[src/rtl/commit_rat.sv]
// rtl/commit_rat.sv - ROB-head commit stage with architectural regfile and register alias table
//
// Retires the ROB head entry when it is valid and done. On retirement it writes the
// architectural register file and releases the RAT mapping, unless a younger producer
// owns that register. Dispatch renames destinations into the RAT. Dispatch also
// performs operand lookup through two read ports, which see the same-cycle commit
// through a bypass.
//
// Optional feature macro: COMMIT_RAT_PERF_EN adds the instret_o and stall_cycles_o
// performance counters.
//
// Ports:
//   clk, rst                  clock, synchronous active-high reset
//   rob_head_*                ROB head entry (valid, done, rd, data, index)
//   commit_stall              hold commit this cycle
//   dequeue_o                 commit fires this cycle (combinational)
//   ren_valid/rd_addr/rob_idx dispatch rename request
//   rs1/rs2_addr              dispatch source lookups
//   rs1/rs2_data/busy/tag     lookup results
//   flush                     clear every RAT busy bit
//   instret_o, stall_cycles_o perf counters (COMMIT_RAT_PERF_EN only)
module commit_rat #(
    parameter int NUM_REGS  = 32,
    parameter int ROB_IDX_W = 5,
    parameter int DATA_W    = 32
) (
    input  logic                    clk,
    input  logic                    rst,
    input  logic                    rob_head_valid,
    input  logic                    rob_head_done,
    input  logic [4:0]              rob_head_rd_addr,
    input  logic [DATA_W-1:0]       rob_head_rd_data,
    input  logic [ROB_IDX_W-1:0]    rob_head_idx,
    input  logic                    commit_stall,
    output logic                    dequeue_o,
    input  logic                    ren_valid,
    input  logic [4:0]              ren_rd_addr,
    input  logic [ROB_IDX_W-1:0]    ren_rob_idx,
    input  logic [4:0]              rs1_addr,
    input  logic [4:0]              rs2_addr,
    output logic [DATA_W-1:0]       rs1_data,
    output logic [DATA_W-1:0]       rs2_data,
    output logic                    rs1_busy,
    output logic                    rs2_busy,
    output logic [ROB_IDX_W-1:0]    rs1_tag,
    output logic [ROB_IDX_W-1:0]    rs2_tag,
`ifdef COMMIT_RAT_PERF_EN
    output logic [63:0]             instret_o,
    output logic [31:0]             stall_cycles_o,
`endif
    input  logic                    flush
);

    logic [DATA_W-1:0]    r_regs [NUM_REGS];
    logic [NUM_REGS-1:0]  r_busy;
    logic [ROB_IDX_W-1:0] r_tag  [NUM_REGS];

    logic w_commit_fire;
    logic w_ren_fire;
    logic w_ren_hits_commit;

    assign w_commit_fire     = rob_head_valid & rob_head_done & ~commit_stall & ~rst & ~flush;
    assign dequeue_o         = w_commit_fire;
    assign w_ren_fire        = ren_valid & (ren_rd_addr != 5'd0);
    assign w_ren_hits_commit = w_ren_fire & (ren_rd_addr == rob_head_rd_addr);

    always_ff @(posedge clk) begin
        if (rst) begin
            for (int i = 0; i < NUM_REGS; i++) begin
                r_regs[i] <= '0;
                r_tag[i]  <= '0;
            end
            r_busy <= '0;
        end else if (flush) begin
            // Mispredict recovery: mappings drop, committed state stays, rename discarded.
            r_busy <= '0;
        end else begin
            if (w_commit_fire && rob_head_rd_addr != 5'd0) begin
                r_regs[rob_head_rd_addr] <= rob_head_rd_data;
                // Release only if the retiring entry is still the newest producer.
                if (r_tag[rob_head_rd_addr] == rob_head_idx && !w_ren_hits_commit)
                    r_busy[rob_head_rd_addr] <= 1'b0;
            end
            // Placed after the commit update so a colliding rename wins.
            if (w_ren_fire) begin
                r_busy[ren_rd_addr] <= 1'b1;
                r_tag[ren_rd_addr]  <= ren_rob_idx;
            end
        end
    end

    // Operand lookup. The same-cycle commit is forwarded so dispatch does not wait on a
    // tag that is retiring right now.
    always_comb begin
        rs1_data = '0;
        rs1_busy = 1'b0;
        rs1_tag  = '0;
        if (rs1_addr != 5'd0) begin
            if (r_busy[rs1_addr] && w_commit_fire && r_tag[rs1_addr] == rob_head_idx
                && rob_head_rd_addr == rs1_addr) begin
                rs1_data = rob_head_rd_data;
                rs1_tag  = r_tag[rs1_addr];
            end else begin
                rs1_data = r_regs[rs1_addr];
                rs1_busy = r_busy[rs1_addr];
                rs1_tag  = r_tag[rs1_addr];
            end
        end
    end

    always_comb begin
        rs2_data = '0;
        rs2_busy = 1'b0;
        rs2_tag  = '0;
        if (rs2_addr != 5'd0) begin
            if (r_busy[rs2_addr] && w_commit_fire && r_tag[rs2_addr] == rob_head_idx
                && rob_head_rd_addr == rs2_addr) begin
                rs2_data = rob_head_rd_data;
                rs2_tag  = r_tag[rs2_addr];
            end else begin
                rs2_data = r_regs[rs2_addr];
                rs2_busy = r_busy[rs2_addr];
                rs2_tag  = r_tag[rs2_addr];
            end
        end
    end

`ifdef COMMIT_RAT_PERF_EN
    logic [63:0] r_instret;
    logic [31:0] r_stall_cycles;

    always_ff @(posedge clk) begin
        if (rst) begin
            r_instret      <= '0;
            r_stall_cycles <= '0;
        end else begin
            if (w_commit_fire && r_instret != '1)
                r_instret <= r_instret + 64'd1;
            if (rob_head_valid && !w_commit_fire && r_stall_cycles != '1)
                r_stall_cycles <= r_stall_cycles + 32'd1;
        end
    end

    assign instret_o      = r_instret;
    assign stall_cycles_o = r_stall_cycles;
`endif

endmodule

[config.mk]
export PLATFORM = sky130hd
export DESIGN_NAME = commit_rat
export DESIGN_NICKNAME = d
export VERILOG_FILES = /design/src/rtl/commit_rat.sv
export SDC_FILE = /design/constraint.sdc
export NUM_CORES = 2
export LEC_CHECK = 0
export CAP_MARGIN = 15
export CORE_MARGIN = 3
export CORE_UTILIZATION = 49
export CTS_CLUSTER_SIZE = 24
export DETAILED_ROUTE_END_ITERATION = 8
export PLACE_DENSITY = 0.72
export SLEW_MARGIN = 10
export SYNTH_ARGS = -nofsm -noshare
export SYNTH_HDL_FRONTEND = slang
export SYNTH_SLANG_ARGS = --single-unit
[constraint.sdc]
create_clock -name clk -period 4.8 [get_ports clk]
set_input_delay 0.72 -clock clk [delete_from_list [all_inputs] [get_ports clk]]
set_output_delay 0.72 -clock clk [all_outputs]
set_load 0.05 [all_outputs]
==> metrics.log <==
INFO  metric outcome = finished clean
INFO  metric cap_viol_max_count = 0
INFO  metric ff2ff_setup_slack = 1.90 ns
INFO  metric cts_tree = done
INFO  metric pwr-share-comb = 15.5%
INFO  metric port_buffers = 145
INFO  metric power_frac_seq = 47.4%
INFO  metric grt_overflow = 0
INFO  metric num_vias = 41,900
INFO  metric max_freq = 0.214 GHz
INFO  metric synthAdderAreaFrac = 0%
INFO  metric critical_path.startpoint_type = flop
INFO  metric path_max_fanout = 38
INFO  metric hold_depth = 1
INFO  metric cts-buffers-inserted = 132
INFO  metric power.net_switching = 6.76 mW
INFO  metric synth-simple-area-share = 13.1%
INFO  metric routed_wl = 213 mm
INFO  metric yosys.area_share.xor_xnor = 0.326%
INFO  metric netlist_top_cells_area = edfxtp_1, mux4_2, and2_1, mux2i_1, clkbuf_1
INFO  metric count_of_pins_on_the_block_boundary = 146
INFO  metric slew_viol_final = 0
INFO  metric ys_seq_elements = 1,216
INFO  metric p_int = 19.5 mW
INFO  metric fp.dieH = 376 um
INFO  metric clkPwrFrac = 37.1%
INFO  metric synth_seq_area_share = 53.9%
INFO  metric worstPathArrival = 3.95 ns
INFO  metric hold-worst-slack = 0.502 ns
INFO  metric cts_buffer_depth = 3
INFO  metric grt_max_degree = 144
INFO  metric cts_setup_buffers = 0
INFO  metric ff2ff_path_depth = 9
INFO  metric clock_insertion_delay_worst_skew = 0.77 ns
INFO  metric cts.clk_slew.worst_paths = 0.06 ns
INFO  metric clock-root-buffer = clkbuf_16
INFO  metric muxShareOfSynthArea = 27.8%
INFO  metric finClkSkew = 0.0207 ns
INFO  metric gp_congestion = 0.925
INFO  metric grt_antenna_before_repair = 14
INFO  metric crit_path_top_delay_cell = mux4_2
INFO  metric synth_compound_gate_area_share = 2.04%
INFO  metric floorplan.die_area = 0.142 mm^2
INFO  metric peakVddDrop = 0.308 mV
INFO  metric main_combinational_cell_family_by_area_after_synthesis = multiplexers
INFO  metric dr.first_iter.drc_count = 6,824
INFO  metric initial_utilization = 49.5%
INFO  metric global_route_wire_length_before_repair = 304 mm
INFO  metric clock_period_minus_worst_slack = 4.67 ns
INFO  metric delay_contributed_by_the_slowest_stage_of_the_critical_path = 0.55 ns
INFO  metric synth_top_cell_area_share = 52.9%
INFO  metric tightest_slew = 1.13 ns
INFO  metric areaGrowthSynthToFinish = 13.1%
INFO  metric worstHoldEndpoint = r_busy[0]$_SDFF_PP0_
INFO  metric clkSinkCount = 1,216
INFO  metric tritonroute_pass_1_iters = 7
INFO  metric synth_cell_type_count = 55
INFO  metric synth.largest_area_cell = edfxtp_1
INFO  metric async_flop_share = 0%
INFO  metric drt_drc_violations_left = 0
INFO  metric routed_via_density = 6.77
INFO  metric p_per_area = 346 mW/mm^2
INFO  metric fin_total_pwr = 26.3 mW
INFO  metric hpwl = 124 mm
INFO  metric placement_rows = 135
INFO  metric postSynthAreaPerCell = 15.8 um^2
INFO  metric final_min_period_over_clock_period = 97.2%
INFO  metric element_type_at_the_critical_path_end = primary output
INFO  metric syn-instance-count = 4,247
INFO  metric synth_enable_flop_cells = 1,184
INFO  metric total_leakage_power = 26.1 nW
INFO  metric hold_viol = 0
INFO  metric rsz0062_at_grt = no
INFO  metric ant_nets = 0
INFO  metric global_route.usage.total = 30.2%
INFO  metric min-delay-path-class = reg2reg
INFO  metric critical_path.cell_chain = mux4_2 > mux4_2 > mux2i_4 > xnor2_1 > a21oi_2 > nand4_1 > buf_12 > nor2_1 > a211oi_2 > buf_12
INFO  metric reg2reg_to = r_busy[24]$_SDFF_PP0_
INFO  metric setup.worst_path.class = reg2out
INFO  metric drive_gt1_share = 31.7%
INFO  metric post_synth_instance_area = 0.0672 mm^2
INFO  metric synthFlopType = edfxtp_1
INFO  metric min-delay-start = r_busy[0]$_SDFF_PP0_
INFO  metric synth_warnings = 0
INFO  metric core-area = 0.136 mm^2
INFO  metric fin_tns_setup = 0 ns
INFO  metric die_x = 376 um
INFO  metric max-slew-margin-rel = 24.3%
INFO  metric crit_required = 4.08 ns
INFO  metric htree_levels = 4
INFO  metric p_sw_share = 25.7%
INFO  metric setup_viol_count_final = 0
INFO  metric drt-wirelength-per-cell = 34.3 um
INFO  metric via_count_of_the_first_global_routing_pass = 42,200
INFO  metric final_nets = 4,377
INFO  metric reg2reg_from = r_tag[11][2]$_SDFFCE_PN0P_
==> power by group through the flow <==
stage | Clock (mW) | Sequential [mW] | Combinational [mW]
final | 9.75 | 12.5 | 4.08
after global routing | 10.2 | 12.5 | 4.22
after CTS | 9.83 | 12.5 | 4.06
after detailed placement | 0 | 12.7 | 4.05
after global placement | 0 | 12.6 | 4.03
after floorplan | 0 | 12.5 | 2.54
==> final cells by class <==
class | count | area (um^2)
sequential | 1216 | 36200
inverter | 6 | 32.5
antenna | 3 | 7.51
tap | 1781 | 2230
multi-input combinational | 2619 | 29400
clock buffer | 167 | 3550
clock inverter | 66 | 493
fill | 10400 | 59800
timing repair buffer | 333 | 4080
==> stage by stage <==
step           util (%)  instances  instance area (um^2)  setup WS [ns]
4_1_cts            55.9       6183                 75900         0.0886
3_3_place_gp       52.9       5950                 71900          0.261
6_report           56.0       6191                 76000          0.134
5_1_grt            56.0       6189                 76000         0.0271
2_1_floorplan         -       4283                 67300          0.163
3_5_place_dp       52.9       5950                 71900          0.249
==> how the worst max path moves through the flow <==
stage                                     from      endpoint  slack, ns  cells past startpoint
detailed placement                 rs1_addr[0]   rs1_data[0]       0.25                      8
global route        r_tag[19][2]$_SDFFCE_PN0P_  rs2_data[19]       0.03                     10
floorplan                          rs1_addr[1]  rs1_data[31]       0.16                     11
global placement                   rs1_addr[0]   rs1_data[0]       0.26                      8
CTS                 r_tag[23][0]$_SDFFCE_PN0P_  rs1_data[19]       0.09                     10
finish              r_tag[23][0]$_SDFFCE_PN0P_  rs1_data[19]       0.13                     10
==> cell usage in the layout (no fill, tap or decap), types with 4 or more instances in the layout <==
master           Yosys  final
a21oi_1              4      4
buf_12               0    108
mux4_2             750    750
clkinv_1             0     21
o211ai_1             4      4
clkbuf_1           299     29
mux2_2              31     31
a211oi_2            31     31
bufinv_16            0      4
xnor2_1             14     14
a31o_1              12     12
a31o_2              20     20
nor2_1             145    113
nor3_1               8      8
nand3_1             11     11
nand3b_1             8      8
xor2_1              11     11
inv_6                0      9
clkbuf_16            0    137
a221oi_1            18     18
clkinvlp_4           0      4
and2_1            1154   1153
edfxtp_1          1184   1184
nand2_1             50     50
a22oi_1             42     42
dfxtp_1             32     32
nor2b_1              8      8
o22ai_1              5      5
or2_2               62     62
nor2_4               0     31
o21ai_0              6      6
clkdlybuf4s50_1      0     63
clkinv_2             0     23
buf_8                0      9
conb_1               1     37
mux2i_1            141    140
clkinv_4             0      4
buf_4               15    149
nand4_1              9      9
==> repair_timing <==
action | CTS | global route
setup endpoints to repair | 0 | 3
hold buffers | 0 | 0
gates resized for setup | 0 | 1
==> kinds of logic (layout without fill, tap and decap cells) <==
kind of cell / count (synthesis) / after routing
simple gates: 1478 / 1478
xor+xnor: 25 / 25
flops: 1216 / 1216
buf+inv: 448 / 572
compound gates: 156 / 156
other cells: 1 / 40
mux: 923 / 923
==> synth_stat cells (31+ instances only) <==
master    number
edfxtp_1    1184
mux2i_1      141
dfxtp_1       32
a22oi_1       42
or2_2         62
buf_2         87
mux4_2       750
clkbuf_1     299
and2_1      1154
nor2_1       145
mux2_2        31
nand2_1       50
a211oi_2      31
==> flip-flops by register name (all words and copies together), names as in the netlist <==
| signal | flops |
|---|---|
| r_busy | 32 |
| r_regs | 1024 |
| r_tag | 160 |
==> per-layer routing <==
layer,wire length [um],global-route usage [%],up-vias
li1,-,-,16600
met5,0,0,-
met4,11200,14.0,0
met1,74900,40.3,21500
met3,27200,8.26,658
met2,99300,46.5,3158
==> critical path, delay by kind of cell (launching register included) <==
family | cells | cell delay, ns
xor gates and xnor gates | 1 | 0.17
buffers and inverters | 2 | 0.50
muxes | 3 | 1.26
AOI/OAI and AO/OA | 2 | 0.38
DFF | 1 | 0.43
and+or+nand+nor | 2 | 0.38
(Power assumes the default switching activity.)
